**src/rtl/async_fifo_rd_packer_if.sv**
```systemverilog
// Handshake bundle between the read-side packer, the FIFO read port and the downstream word stream.
// master = packer side, slave = FIFO/downstream side.
interface async_fifo_rd_packer_if #(
    parameter int DWIDTH   = 8,
    parameter int PACK     = 4,
    parameter int CNTWIDTH = 16
);
    logic                     enable;
    logic                     empty;
    logic [DWIDTH-1:0]        rdata;
    logic                     pop;
    logic                     out_valid;
    logic [PACK*DWIDTH-1:0]   out_data;
    logic                     out_ready;
    logic [CNTWIDTH-1:0]      word_cnt;

    modport master (
        input  enable, empty, rdata, out_ready,
        output pop, out_valid, out_data, word_cnt
    );

    modport slave (
        output enable, empty, rdata, out_ready,
        input  pop, out_valid, out_data, word_cnt
    );
endinterface

```
**src/rtl/async_fifo_rd_packer.sv**
```systemverilog
// Pops PACK bytes from the FIFO read port and presents them as one little-endian word; last pop to out_valid is 3 cycles.
// Back-pressure: at most one finished word waits in HOLD while out_valid&~out_ready, with pop held low.
module async_fifo_rd_packer #(
    parameter int DWIDTH   = 8,
    parameter int PACK     = 4,
    parameter int CNTWIDTH = 16
) (
    input  logic                   rclk,
    input  logic                   reset,
    async_fifo_rd_packer_if.master bus
);
    localparam int AW = $clog2(PACK + 1);
    localparam int LW = $clog2(PACK);
    localparam logic [AW-1:0] FULL = AW'(PACK);

    typedef enum logic [1:0] {PH_FILL, PH_LAST, PH_HOLD} phase_t;

    logic [AW-1:0]                acnt_q, acnt_d;
    logic                         inflight_q, inflight_d;
    logic [PACK-1:0][DWIDTH-1:0]  asm_q, asm_d;
    logic [PACK*DWIDTH-1:0]       out_data_q, out_data_d;
    logic                         out_valid_q, out_valid_d;
    logic [CNTWIDTH-1:0]          word_cnt_q, word_cnt_d;

    phase_t         phase;
    logic           xfer;
    logic           pop;
    logic           accept;
    logic [LW-1:0]  lane;

    always_comb begin
        phase = PH_FILL;
        if (acnt_q == FULL) begin
            phase = inflight_q ? PH_LAST : PH_HOLD;
        end
    end

    assign accept = out_valid_q & bus.out_ready;
    assign xfer   = (phase == PH_HOLD) & (~out_valid_q | bus.out_ready);
    assign pop    = bus.enable & ~bus.empty & ((phase == PH_FILL) | xfer);
    // acnt already counts the in-flight byte, so its lane is one below.
    assign lane   = LW'(acnt_q - AW'(1));

    always_comb begin
        acnt_d      = acnt_q;
        inflight_d  = pop;
        asm_d       = asm_q;
        out_data_d  = out_data_q;
        out_valid_d = out_valid_q;
        word_cnt_d  = word_cnt_q;

        if (inflight_q) begin
            asm_d[lane] = bus.rdata;
        end

        if (xfer) begin
            acnt_d      = pop ? AW'(1) : '0;
            out_data_d  = asm_q;
            out_valid_d = 1'b1;
        end else begin
            if (pop) begin
                acnt_d = acnt_q + AW'(1);
            end
            if (accept) begin
                out_valid_d = 1'b0;
            end
        end

        if (accept) begin
            word_cnt_d = word_cnt_q + CNTWIDTH'(1);
        end
    end

    always_ff @(posedge rclk or posedge reset) begin
        if (reset) begin
            acnt_q      <= '0;
            inflight_q  <= 1'b0;
            asm_q       <= '0;
            out_data_q  <= '0;
            out_valid_q <= 1'b0;
            word_cnt_q  <= '0;
        end else begin
            acnt_q      <= acnt_d;
            inflight_q  <= inflight_d;
            asm_q       <= asm_d;
            out_data_q  <= out_data_d;
            out_valid_q <= out_valid_d;
            word_cnt_q  <= word_cnt_d;
        end
    end

    assign bus.pop       = pop;
    assign bus.out_valid = out_valid_q;
    assign bus.out_data  = out_data_q;
    assign bus.word_cnt  = word_cnt_q;
endmodule

```
**src/flat_wrapper.sv**
```systemverilog
// flat-port wrapper written by rule: the top's interface ports become plain ports
module async_fifo_rd_packer_flat 
#(
    parameter int DWIDTH   = 8,
    parameter int PACK     = 4,
    parameter int CNTWIDTH = 16
)
  (rclk, reset, bus_enable, bus_empty, bus_rdata, bus_out_ready, bus_pop, bus_out_valid, bus_out_data, bus_word_cnt);
  async_fifo_rd_packer_if #(.DWIDTH(DWIDTH), .PACK(PACK), .CNTWIDTH(CNTWIDTH)) bus_i ();
  input  logic rclk;
  input  logic reset;
  input wire logic [$bits(bus_i.enable)-1:0] bus_enable;
  input wire logic [$bits(bus_i.empty)-1:0] bus_empty;
  input wire logic [$bits(bus_i.rdata)-1:0] bus_rdata;
  input wire logic [$bits(bus_i.out_ready)-1:0] bus_out_ready;
  output wire logic [$bits(bus_i.pop)-1:0] bus_pop;
  output wire logic [$bits(bus_i.out_valid)-1:0] bus_out_valid;
  output wire logic [$bits(bus_i.out_data)-1:0] bus_out_data;
  output wire logic [$bits(bus_i.word_cnt)-1:0] bus_word_cnt;
  assign bus_i.enable = bus_enable;
  assign bus_i.empty = bus_empty;
  assign bus_i.rdata = bus_rdata;
  assign bus_i.out_ready = bus_out_ready;
  assign bus_pop = bus_i.pop;
  assign bus_out_valid = bus_i.out_valid;
  assign bus_out_data = bus_i.out_data;
  assign bus_word_cnt = bus_i.word_cnt;
  async_fifo_rd_packer #(.DWIDTH(DWIDTH), .PACK(PACK), .CNTWIDTH(CNTWIDTH)) u_core (.rclk(rclk), .reset(reset), .bus(bus_i));
endmodule
```
**config.mk**
```make
export PLATFORM = sky130hd
export DESIGN_NAME = async_fifo_rd_packer_flat
export DESIGN_NICKNAME = d
export VERILOG_FILES = /design/src/rtl/async_fifo_rd_packer_if.sv /design/src/rtl/async_fifo_rd_packer.sv /design/src/flat_wrapper.sv
export SDC_FILE = /design/constraint.sdc
export NUM_CORES = 1
export LEC_CHECK = 0
export BUFFER_PORTS_ARGS = -buffer_cell sky130_fd_sc_hd__buf_2
export CORE_MARGIN = 2
export CORE_UTILIZATION = 49
export CTS_CLUSTER_DIAMETER = 40
export CTS_CLUSTER_SIZE = 40
export DETAILED_ROUTE_END_ITERATION = 8
export PLACE_DENSITY = 0.78
export REMOVE_ABC_BUFFERS = 1
export SYNTH_ARGS = -nofsm -noshare
export SYNTH_HDL_FRONTEND = slang
export SYNTH_SLANG_ARGS = --single-unit
```
**constraint.sdc**
```tcl
create_clock -name rclk -period 2.8 [get_ports rclk]
set_input_delay 0.42 -clock rclk [delete_from_list [all_inputs] [get_ports rclk]]
set_output_delay 0.42 -clock rclk [all_outputs]
set_load 0.01 [all_outputs]
```
==> results.py, run 1 <==
metrics = {
    "status": {
        "status": "finished clean",
    },
    "placed_design": {
        "place_ws_ns": 0.5998,
        "dp_hpwl_um": 4097,
        "gp_congestion": 0.8427,
        "dp_cells": 363,
        "io_buffer_count": 62,
    },
    "timing": {
        "setup_ws_ns": 0.2820,
        "fmax_mhz": 397.1,
        "setup_tns_ns": 0,
        "rsz0062_at_grt": "false",
        "post-route-period-util": 0.8993,
        "final_max_slew_viol_count": 0,
        "relSlewSlack": 0.5192,
        "fin_skew_ns": 0.01018,
        "setup_violations": 0,
        "hold_viol": 0,
        "tightest_slew_ns": 0.7204,
        "period_minus_slack_ns": 2.518,
    },
    "die": {
        "io_pins": 63,
        "start_util": 0.4985,
        "chipWidth_um": 86.68,
        "die_y_um": 86.68,
        "rows": 30,
        "core_area_um2": 6719,
        "die-area_um2": 7513,
    },
    "power": {
        "combPwrFrac": 0.286,
        "power_frac_clock": 0.241,
        "power_density_nw_per_um2": 1081,
        "leakage_nw": 1.920,
        "irDropWorstVdd_v": 0.0006902,
        "netSwitchingPower_mw": 1.292,
        "seq_power_share": 0.472,
        "internal_power_mw": 3.045,
        "swShare": 0.2979,
    },
    "global_route": {
        "antenna_found_initial": 0,
        "grt_pass1_vias": 2034,
        "grtUsageTotal": 0.1764,
        "grt_pass1_wl_um": 9936,
        "grt-ovfl-total": 0,
        "grt_max_degree": 43,
    },
    "final_layout": {
        "drive_above_1_share": 0.4916,
        "register_area_um2": 2127,
        "synthToLayoutAreaGrowth_pct": 19.76,
        "num_antenna_cells": 0,
        "num-nets-final": 313,
        "multi_input_area_um2": 1174,
        "fill_cells": 540,
        "final_cell_count_no_fill": 379,
    },
    "worst_hold_path": {
        "min_path_type": "in -> async",
    },
    "detailed_routing": {
        "wirelength_um": 6059,
        "vias": 1977,
        "drt_first_pass_iters": 4,
        "post_drt_wl_per_cell_um": 15.99,
        "route.detailed.drc": 0,
        "ant_nets": 0,
        "avgViaCountPerCell": 5.216,
        "drt_iter0_markers": 78,
    },
    "worst_setup_path": {
        "slowest_stage": "nor3_4",
        "critPathLaunchType": "flop",
        "critical_path_arrival_ns": 2.10,
        "r2r_end": "u_core.bus.out_data[15]$_DFFE_PP0N_",
        "endpoint_kind": "primary output",
        "cp_max_fo": 12,
        "r2r_cells": 6,
        "startpoint": "u_core.acnt_q[0]$_DFFE_PP0P_",
        "r2r_start": "u_core.acnt_q[0]$_DFFE_PP0P_",
        "path_buf_inv": 2,
        "critPathKind": "reg -> out",
        "rrSetupSlack_ns": 0.60,
        "cp_cell_sequence": "inv_1 -> ha_1 -> nand2_1 -> nor3_4 -> o21a_1 -> buf_2",
        "cp_top_family": "simple AND/OR/NAND/NOR gates",
        "crit_required_ns": 2.38,
        "max_stage_delay_ns": 0.52,
    },
    "synth": {
        "syn_area_um2": 3349,
        "async_reset_ff_frac": 1.000,
        "synth_seq_cells": 85,
        "syn_area_per_cell_um2": 15.16,
        "synth_top_area_frac": 0.6350,
        "synth_edf_count": 0,
        "synth.area.top_cells": "dfrtp_1, mux2_2, xnor2_1",
        "syn_inst": 221,
        "yosysMostFrequentCell": "dfrtp_1",
        "netlist_top_cells_count": "dfrtp_1, mux2_2, nand2_1, xnor2_1, nand3_1",
        "synth.largest_area_cell": "dfrtp_1",
        "synth_warnings": 0,
        "ys_seq_area_frac": 0.6350,
        "ys_types": 23,
        "synth-main-ff-cell": "dfrtp_1",
    },
    "job": {
        "max_cap_violations": 0,
    },
    "clock_tree": {
        "cts_tree": "built",
        "post_cts_buffers": 0,
        "cts_resized": 0,
        "cts.clk_slew.worst_paths_ns": 0.09,
        "cts.sinks": 85,
        "numCtsBuffers": 9,
        "clkLatencyLatePin_ns": 0.36,
        "hold_buffers": 0,
        "clockBufferDepth": 2,
        "root_buffer": "clkbuf_8",
        "htreeDepth": 3,
    },
}
-- cell families (layout without fill, tap and decap cells) --
group | Yosys count | in the layout | share of synthesized area
multiplexers | 65 | 65 | 0.2185
flip-flops | 85 | 85 | 0.6350
XOR/XNOR | 16 | 16 | 0.04184
AND/OR/NAND/NOR | 37 | 37 | 0.05753
adder cells (fa/ha/maj) | 6 | 6 | 0.02241
AO/OA/AOI/OAI | 5 | 5 | 0.01009
buffers and inverters | 7 | 85 | 0.01457
-- registers in the layout, indices dropped and copies added, names as in the netlist --
register,count
u_core.bus.word_cnt,16
u_core.bus.out_data,32
u_core.inflight_q,1
u_core.acnt_q,3
u_core.bus.out_valid,1
u_core.asm_q,32
-- cells in the final DEF, fill, tap and decap left out, types with 3 or more instances in the layout --
master / n
dfrtp_1: 85
nand3_1: 8
nand2_1: 15
mux2_2: 63
ha_1: 6
bufinv_16: 3
and3_1: 3
clkbuf_8: 9
xor2_1: 5
buf_4: 3
nor2_1: 3
xnor2_1: 11
buf_2: 62
and4_1: 3
-- through the flow --
step                        util  cell area, um^2  power, mW  hold slack, ns
after floorplan                -             3312      2.835          0.4585
after global placement    0.5605             3766      3.264          0.4559
after detailed placement  0.5605             3766      3.330          0.4619
after CTS                 0.5970             4011      4.386          0.1627
after global routing      0.5970             4011      4.605          0.1939
final                     0.5970             4011      4.337          0.1504
-- how the worst max path moves through the flow --
stage	to	depth (start not counted)
floorplan	u_core.acnt_q[0]$_DFFE_PP0P_	1
global placement	u_core.bus.out_data[23]$_DFFE_PP0N_	6
detailed placement	u_core.bus.out_data[15]$_DFFE_PP0N_	6
CTS	bus_pop	6
global route	bus_pop	6
finish	bus_pop	6
-- power by group through the flow --
| stage | Combinational (mW) | Clock [mW] | Sequential, mW |
|---|---|---|---|
| 6_report | 1.24 | 1.05 | 2.05 |
| 5_1_grt | 1.37 | 1.12 | 2.11 |
| 4_1_cts | 1.27 | 1.06 | 2.05 |
| 3_5_place_dp | 1.26 | 0 | 2.07 |
| 3_3_place_gp | 1.21 | 0 | 2.05 |
| 2_1_floorplan | 0.698 | 0 | 2.14 |
-- worst reg2reg max path, stage by stage, from the launching register on --
cell and delay [ns]:
dfrtp_1 0.44, inv_1 0.11, ha_1 0.17, nand2_1 0.16, nor3_4 0.52, buf_4 0.33, mux2_2 0.37
-- metal layers --
layer	vias up	track usage	routed length [um]
li1	914	-	-
met3	13	0.04762	312
met5	-	0	0
met4	0	0.09943	142
met1	995	0.2211	2764
met2	55	0.2776	2838
-- layout make-up --
cell class | instances | share of cell area
timing repair buffer | 66 | 0.08796
clock buffer | 9 | 0.03088
clock inverter | 7 | 0.03026
multi-input combinational | 129 | 0.2926
tap | 80 | 0.02495
inverter | 3 | 0.003119
sequential | 85 | 0.5303
No activity file was read; power rests on OpenSTA's default activity.
==> run 2: changes to the inputs <==
--- a/config.mk
+++ b/config.mk
@@ -6,12 +6,14 @@
 export NUM_CORES = 1
 export LEC_CHECK = 0
 export BUFFER_PORTS_ARGS = -buffer_cell sky130_fd_sc_hd__buf_2
+export CELL_PAD_IN_SITES_DETAIL_PLACEMENT = 0
+export CELL_PAD_IN_SITES_GLOBAL_PLACEMENT = 2
 export CORE_MARGIN = 2
-export CORE_UTILIZATION = 49
+export CORE_UTILIZATION = 38
 export CTS_CLUSTER_DIAMETER = 40
-export CTS_CLUSTER_SIZE = 40
+export CTS_CLUSTER_SIZE = 14
 export DETAILED_ROUTE_END_ITERATION = 8
-export PLACE_DENSITY = 0.78
+export PLACE_DENSITY = 0.84
 export REMOVE_ABC_BUFFERS = 1
 export SYNTH_ARGS = -nofsm -noshare
 export SYNTH_HDL_FRONTEND = slang
==> run 2 against run 1 <==
Worst setup slack improved by 0.18 ns; final area decreased by 0.47%; clock-buffer cell count increased by 1; clock skew grew 0.00087 ns; sequential power hardly changed; critical path depth is 1 higher; worst hold slack got worse by 0.025 ns; first-iteration DRC count decreased by 49%; power is 4.5% lower; highest routed layer unchanged.
==> results.py, run 2 (same netlist as run 1, synthesis figures left out) <==
metrics = {
    "worst_setup_path": {
        "r2r_start": "u_core.acnt_q[0]$_DFFE_PP0P_",
        "rrSetupSlack_ns": 0.83,
        "crit_required_ns": 2.38,
        "critical_path_arrival_ns": 1.92,
        "crit_end": "bus_pop",
        "cp_max_fo": 9,
        "critPathKind": "reg -> out",
        "critPathLaunchType": "flop",
        "r2r_cells": 6,
        "startpoint": "u_core.acnt_q[0]$_DFFE_PP0P_",
        "r2r_end": "u_core.bus.out_data[25]$_DFFE_PP0N_",
        "endpoint_kind": "primary output",
    },
    "power": {
        "power_mw": 4.141,
        "power_density_nw_per_um2": 1037,
        "irDropWorstVdd_v": 0.0004434,
        "leakage_nw": 1.882,
    },
    "clock_tree": {
        "hold_buffers": 0,
        "cts.sinks": 85,
        "root_buffer": "clkbuf_8",
        "cts.clk_slew.worst_paths_ns": 0.09,
        "clockBufferDepth": 2,
        "cts_tree": "built",
        "clkLatencyLatePin_ns": 0.35,
        "htreeDepth": 3,
        "cts_resized": 0,
        "numCtsBuffers": 9,
        "post_cts_buffers": 0,
    },
    "timing": {
        "tightest_slew_ns": 0.6664,
        "hold_viol": 0,
        "setup_violations": 0,
        "relSlewSlack": 0.5523,
        "fin_skew_ns": 0.01104,
        "setup_tns_ns": 0,
        "final_max_slew_viol_count": 0,
        "post-route-period-util": 0.8355,
        "fmax_mhz": 427.5,
        "rsz0062_at_grt": "false",
        "period_minus_slack_ns": 2.339,
    },
    "final_layout": {
        "layout_common_cells": "dfrtp_1, mux2_2, buf_2",
        "num_antenna_cells": 0,
        "drive_above_1_share": 0.4882,
        "num-nets-final": 312,
        "register_area_um2": 2127,
        "synthToLayoutAreaGrowth_pct": 19.20,
        "final_common_cell": "dfrtp_1",
        "fill_cells": 823,
        "multi_input_area_um2": 1174,
    },
    "status": {
        "status": "finished clean",
    },
    "detailed_routing": {
        "post_drt_wl_per_cell_um": 15.21,
        "drt_first_pass_iters": 4,
        "vias": 1953,
        "avgViaCountPerCell": 4.822,
        "drt_iter0_markers": 40,
        "route.detailed.drc": 0,
        "ant_nets": 0,
        "wirelength_um": 6159,
    },
    "global_route": {
        "grt_pass1_vias": 1972,
        "grt-ovfl-total": 0,
        "grt_max_degree": 52,
        "antenna_found_initial": 0,
        "grt_pass1_wl_um": 10200,
        "grtUsageTotal": 0.1360,
    },
    "placed_design": {
        "gp_congestion": 0.6863,
        "io_buffer_count": 62,
        "dp_hpwl_um": 4156,
    },
    "worst_hold_path": {
        "min_path_type": "in -> async",
    },
    "die": {
        "die_y_um": 97.89,
        "core_area_um2": 8636,
        "chipWidth_um": 97.89,
        "start_util": 0.3879,
        "io_pins": 63,
        "rows": 34,
        "die-area_um2": 9581,
    },
    "job": {
        "max_cap_violations": 0,
    },
}
run 2: through the flow:
| stage | hold WS (ns) | setup slack (ns) | instance area [um^2] | utilization | cells |
|---|---|---|---|---|---|
| 2_1_floorplan | 0.4585 | 0.1865 | 3312 | - | 217 |
| 3_3_place_gp | 0.4590 | 0.8779 | 3794 | 0.4393 | 390 |
| 3_5_place_dp | 0.4669 | 0.8027 | 3794 | 0.4393 | 390 |
| 4_1_cts | 0.1384 | 0.4210 | 3993 | 0.4623 | 405 |
| 5_1_grt | 0.1541 | 0.2774 | 3993 | 0.4623 | 405 |
| 6_report | 0.1255 | 0.4607 | 3993 | 0.4623 | 405 |
run 2: cell type report:
cell class                      instances  area share
Multi-Input combinational cell        129      0.2940
Timing Repair Buffer                   65     0.08649
Clock buffer                           10     0.03447
Clock inverter                          5     0.01536
Inverter                                3    0.003134
Sequential cell                        85      0.5327
Tap cell                              108     0.03385
run 2: metal layers:
layer,share of wire,GRT usage,vias to the layer above
met4,0.0047,0.03205,0
met1,0.45,0.1756,986
met3,0.064,0.05870,5
li1,-,-,907
met2,0.48,0.2134,55
met5,0,0,-
run 2: where the power goes:
group,internal [mW],switching [mW]
Combinational,0.691,0.538
Clock,0.433,0.429
Sequential,1.76,0.295
Total,2.88,1.26
run 2: worst min-delay path by stage:
stage | to | slack, ns | cells past startpoint
floorplan | u_core.bus.out_data[0]$_DFFE_PP0N_ | 0.46 | 1
global placement | u_core.bus.word_cnt[15]$_DFFE_PP0P_ | 0.46 | 1
detailed placement | u_core.bus.word_cnt[15]$_DFFE_PP0P_ | 0.47 | 1
CTS | u_core.bus.out_data[31]$_DFFE_PP0N_ | 0.14 | 2
global route | u_core.bus.out_data[31]$_DFFE_PP0N_ | 0.15 | 2
finish | u_core.bus.out_data[31]$_DFFE_PP0N_ | 0.13 | 2
run 2: critical path, cell delays in order, from the launching register on:
cell	delay (ns)
dfrtp_1	0.44
inv_1	0.10
ha_1	0.16
nand2_1	0.17
nor3_4	0.22
buf_4	0.21
o21a_1	0.14
buf_2	0.13
==> run 3: changes to the inputs <==
==> constraint.sdc (replaced) <==
create_clock -name rclk -period 2.35 [get_ports rclk]
set_input_delay 0.3525 -clock rclk [delete_from_list [all_inputs] [get_ports rclk]]
set_output_delay 0.3525 -clock rclk [all_outputs]
set_load 0.01 [all_outputs]
==> run 3 against run 2 <==
Critical path depth shrank 1; final area is essentially flat; sequential cell count is the same; register-to-register slack lost 0.36 ns; clock skew shrank 0.0060 ns; die area is the same; combinational power grew 20%.
==> results.py, run 3 (same netlist as run 1, synthesis figures left out) <==
metrics = {
    "worst_setup_path": {
        "r2r_start": "u_core.acnt_q[0]$_DFFE_PP0P_",
        "rrSetupSlack_ns": 0.47,
        "critPathLaunchType": "flop",
        "r2r_end": "u_core.bus.out_data[25]$_DFFE_PP0N_",
        "crit_required_ns": 2.00,
        "cp_max_fo": 6,
        "endpoint_kind": "primary output",
        "crit_end": "bus_pop",
        "critical_path_arrival_ns": 1.77,
        "critPathKind": "reg -> out",
        "startpoint": "u_core.acnt_q[0]$_DFFE_PP0P_",
        "r2r_cells": 6,
    },
    "die": {
        "chipWidth_um": 97.89,
        "io_pins": 63,
        "core_area_um2": 8636,
        "rows": 34,
        "die_y_um": 97.89,
        "die-area_um2": 9581,
        "start_util": 0.3879,
    },
    "global_route": {
        "grt_pass1_wl_um": 10140,
        "grt_max_degree": 57,
        "grtUsageTotal": 0.1355,
        "grt_pass1_vias": 1989,
        "grt-ovfl-total": 0,
        "antenna_found_initial": 0,
    },
    "placed_design": {
        "io_buffer_count": 62,
        "place_ws_ns": 0.4814,
        "gp_congestion": 0.7300,
        "dp_hpwl_um": 4045,
        "place_area_um2": 3806,
    },
    "timing": {
        "fmax_mhz": 472.0,
        "rsz0062_at_grt": "false",
        "setup_violations": 0,
        "hold_viol": 0,
        "tightest_slew_ns": 0.5419,
        "final_max_slew_viol_count": 0,
        "period_minus_slack_ns": 2.119,
        "relSlewSlack": 0.6383,
        "setup_ws_ns": 0.2315,
        "fin_skew_ns": 0.005014,
        "post-route-period-util": 0.9015,
    },
    "power": {
        "swShare": 0.3069,
        "seq_power_share": 0.495,
        "power_frac_clock": 0.204,
        "power_density_nw_per_um2": 1230,
        "irDropWorstVdd_v": 0.0005029,
        "leakage_nw": 1.893,
        "netSwitchingPower_mw": 1.508,
        "power_mw": 4.914,
        "internal_power_mw": 3.406,
        "combPwrFrac": 0.301,
    },
    "detailed_routing": {
        "post_drt_wl_per_cell_um": 15.06,
        "drt_iter0_markers": 54,
        "ant_nets": 0,
        "drt_first_pass_iters": 3,
        "vias": 1954,
        "avgViaCountPerCell": 4.813,
        "route.detailed.drc": 0,
        "wirelength_um": 6114,
    },
    "clock_tree": {
        "cts_tree": "built",
        "clockBufferDepth": 2,
        "cts.sinks": 85,
        "htreeDepth": 3,
        "numCtsBuffers": 9,
        "cts.clk_slew.worst_paths_ns": 0.08,
        "hold_buffers": 0,
        "clkLatencyLatePin_ns": 0.35,
        "cts_resized": 0,
        "root_buffer": "clkbuf_8",
        "post_cts_buffers": 0,
    },
    "final_layout": {
        "layout_common_cells": "dfrtp_1, mux2_2, buf_2",
        "final_common_cell": "dfrtp_1",
        "num-nets-final": 312,
        "num_antenna_cells": 0,
        "design_area_um2": 3996,
        "fill_cells": 800,
        "drive_above_1_share": 0.4899,
        "synthToLayoutAreaGrowth_pct": 19.31,
    },
    "status": {
        "status": "finished clean",
    },
    "job": {
        "max_cap_violations": 0,
    },
    "worst_hold_path": {
        "min_path_type": "in -> async",
    },
}
-- run 3: changes by cell type in the layout (fill, tap and decap cells not counted) --
| cell | change |
|---|---|
| clkinv_2 | +4 |
| clkinvlp_4 | -2 |
| buf_12 | +1 |
| buf_4 | -1 |
| clkbuf_8 | -1 |
-- run 3: power by group through the flow --
stage          combinational [mW]  clock (mW)  sequential, mW
2_1_floorplan               0.831           0            2.55
3_3_place_gp                 1.47           0            2.44
3_5_place_dp                 1.51           0            2.46
4_1_cts                      1.51        1.04            2.44
5_1_grt                      1.63        1.09            2.52
6_report                     1.48        1.00            2.43
-- run 3: worst max-delay path, stage by stage, from the launching register on --
cell and delay, ns:
dfrtp_1 0.45, inv_1 0.11, ha_1 0.16, nand2_1 0.16
nor3_4 0.26, o21a_1 0.15, buf_2 0.13
-- run 3: how the worst min path moves through the flow --
stage	end	cells past startpoint
after floorplan	u_core.bus.out_data[0]$_DFFE_PP0N_	1
after global placement	u_core.bus.word_cnt[13]$_DFFE_PP0P_	2
after detailed placement	u_core.bus.word_cnt[13]$_DFFE_PP0P_	2
after CTS	u_core.bus.word_cnt[9]$_DFFE_PP0P_	2
after global routing	u_core.bus.word_cnt[9]$_DFFE_PP0P_	2
final	u_core.bus.word_cnt[15]$_DFFE_PP0P_	2
-- run 3: final cells by class --
class                   count  area [um^2]  area share
flip-flops and latches     85         2127      0.5322
clock buffers               9        123.9     0.03100
repair buffers             65        357.8     0.08954
clock inverters             7        66.31     0.01659
well taps                 108        135.1     0.03381
inverters                   3        12.51    0.003131
multi-input cells         129         1174      0.2937
-- run 3: routing by layer --
metal  GRT usage  routed length, um  vias up
met4     0.04487                 76        0
met3     0.05798                458        7
met1      0.1720               2715      973
li1            -                  -      918
met2      0.2102               2864       56
met5           0                  0        -
-- run 3: metrics by stage --
stage / TNS, ns / util / cells / hold slack, ns
2_1_floorplan: -16.66 / - / 217 / 0.4585
3_3_place_gp: 0 / 0.4407 / 390 / 0.4203
3_5_place_dp: 0 / 0.4407 / 390 / 0.4273
4_1_cts: 0 / 0.4628 / 406 / 0.03487
5_1_grt: 0 / 0.4628 / 406 / 0.05102
6_report: 0 / 0.4628 / 406 / 0.01799
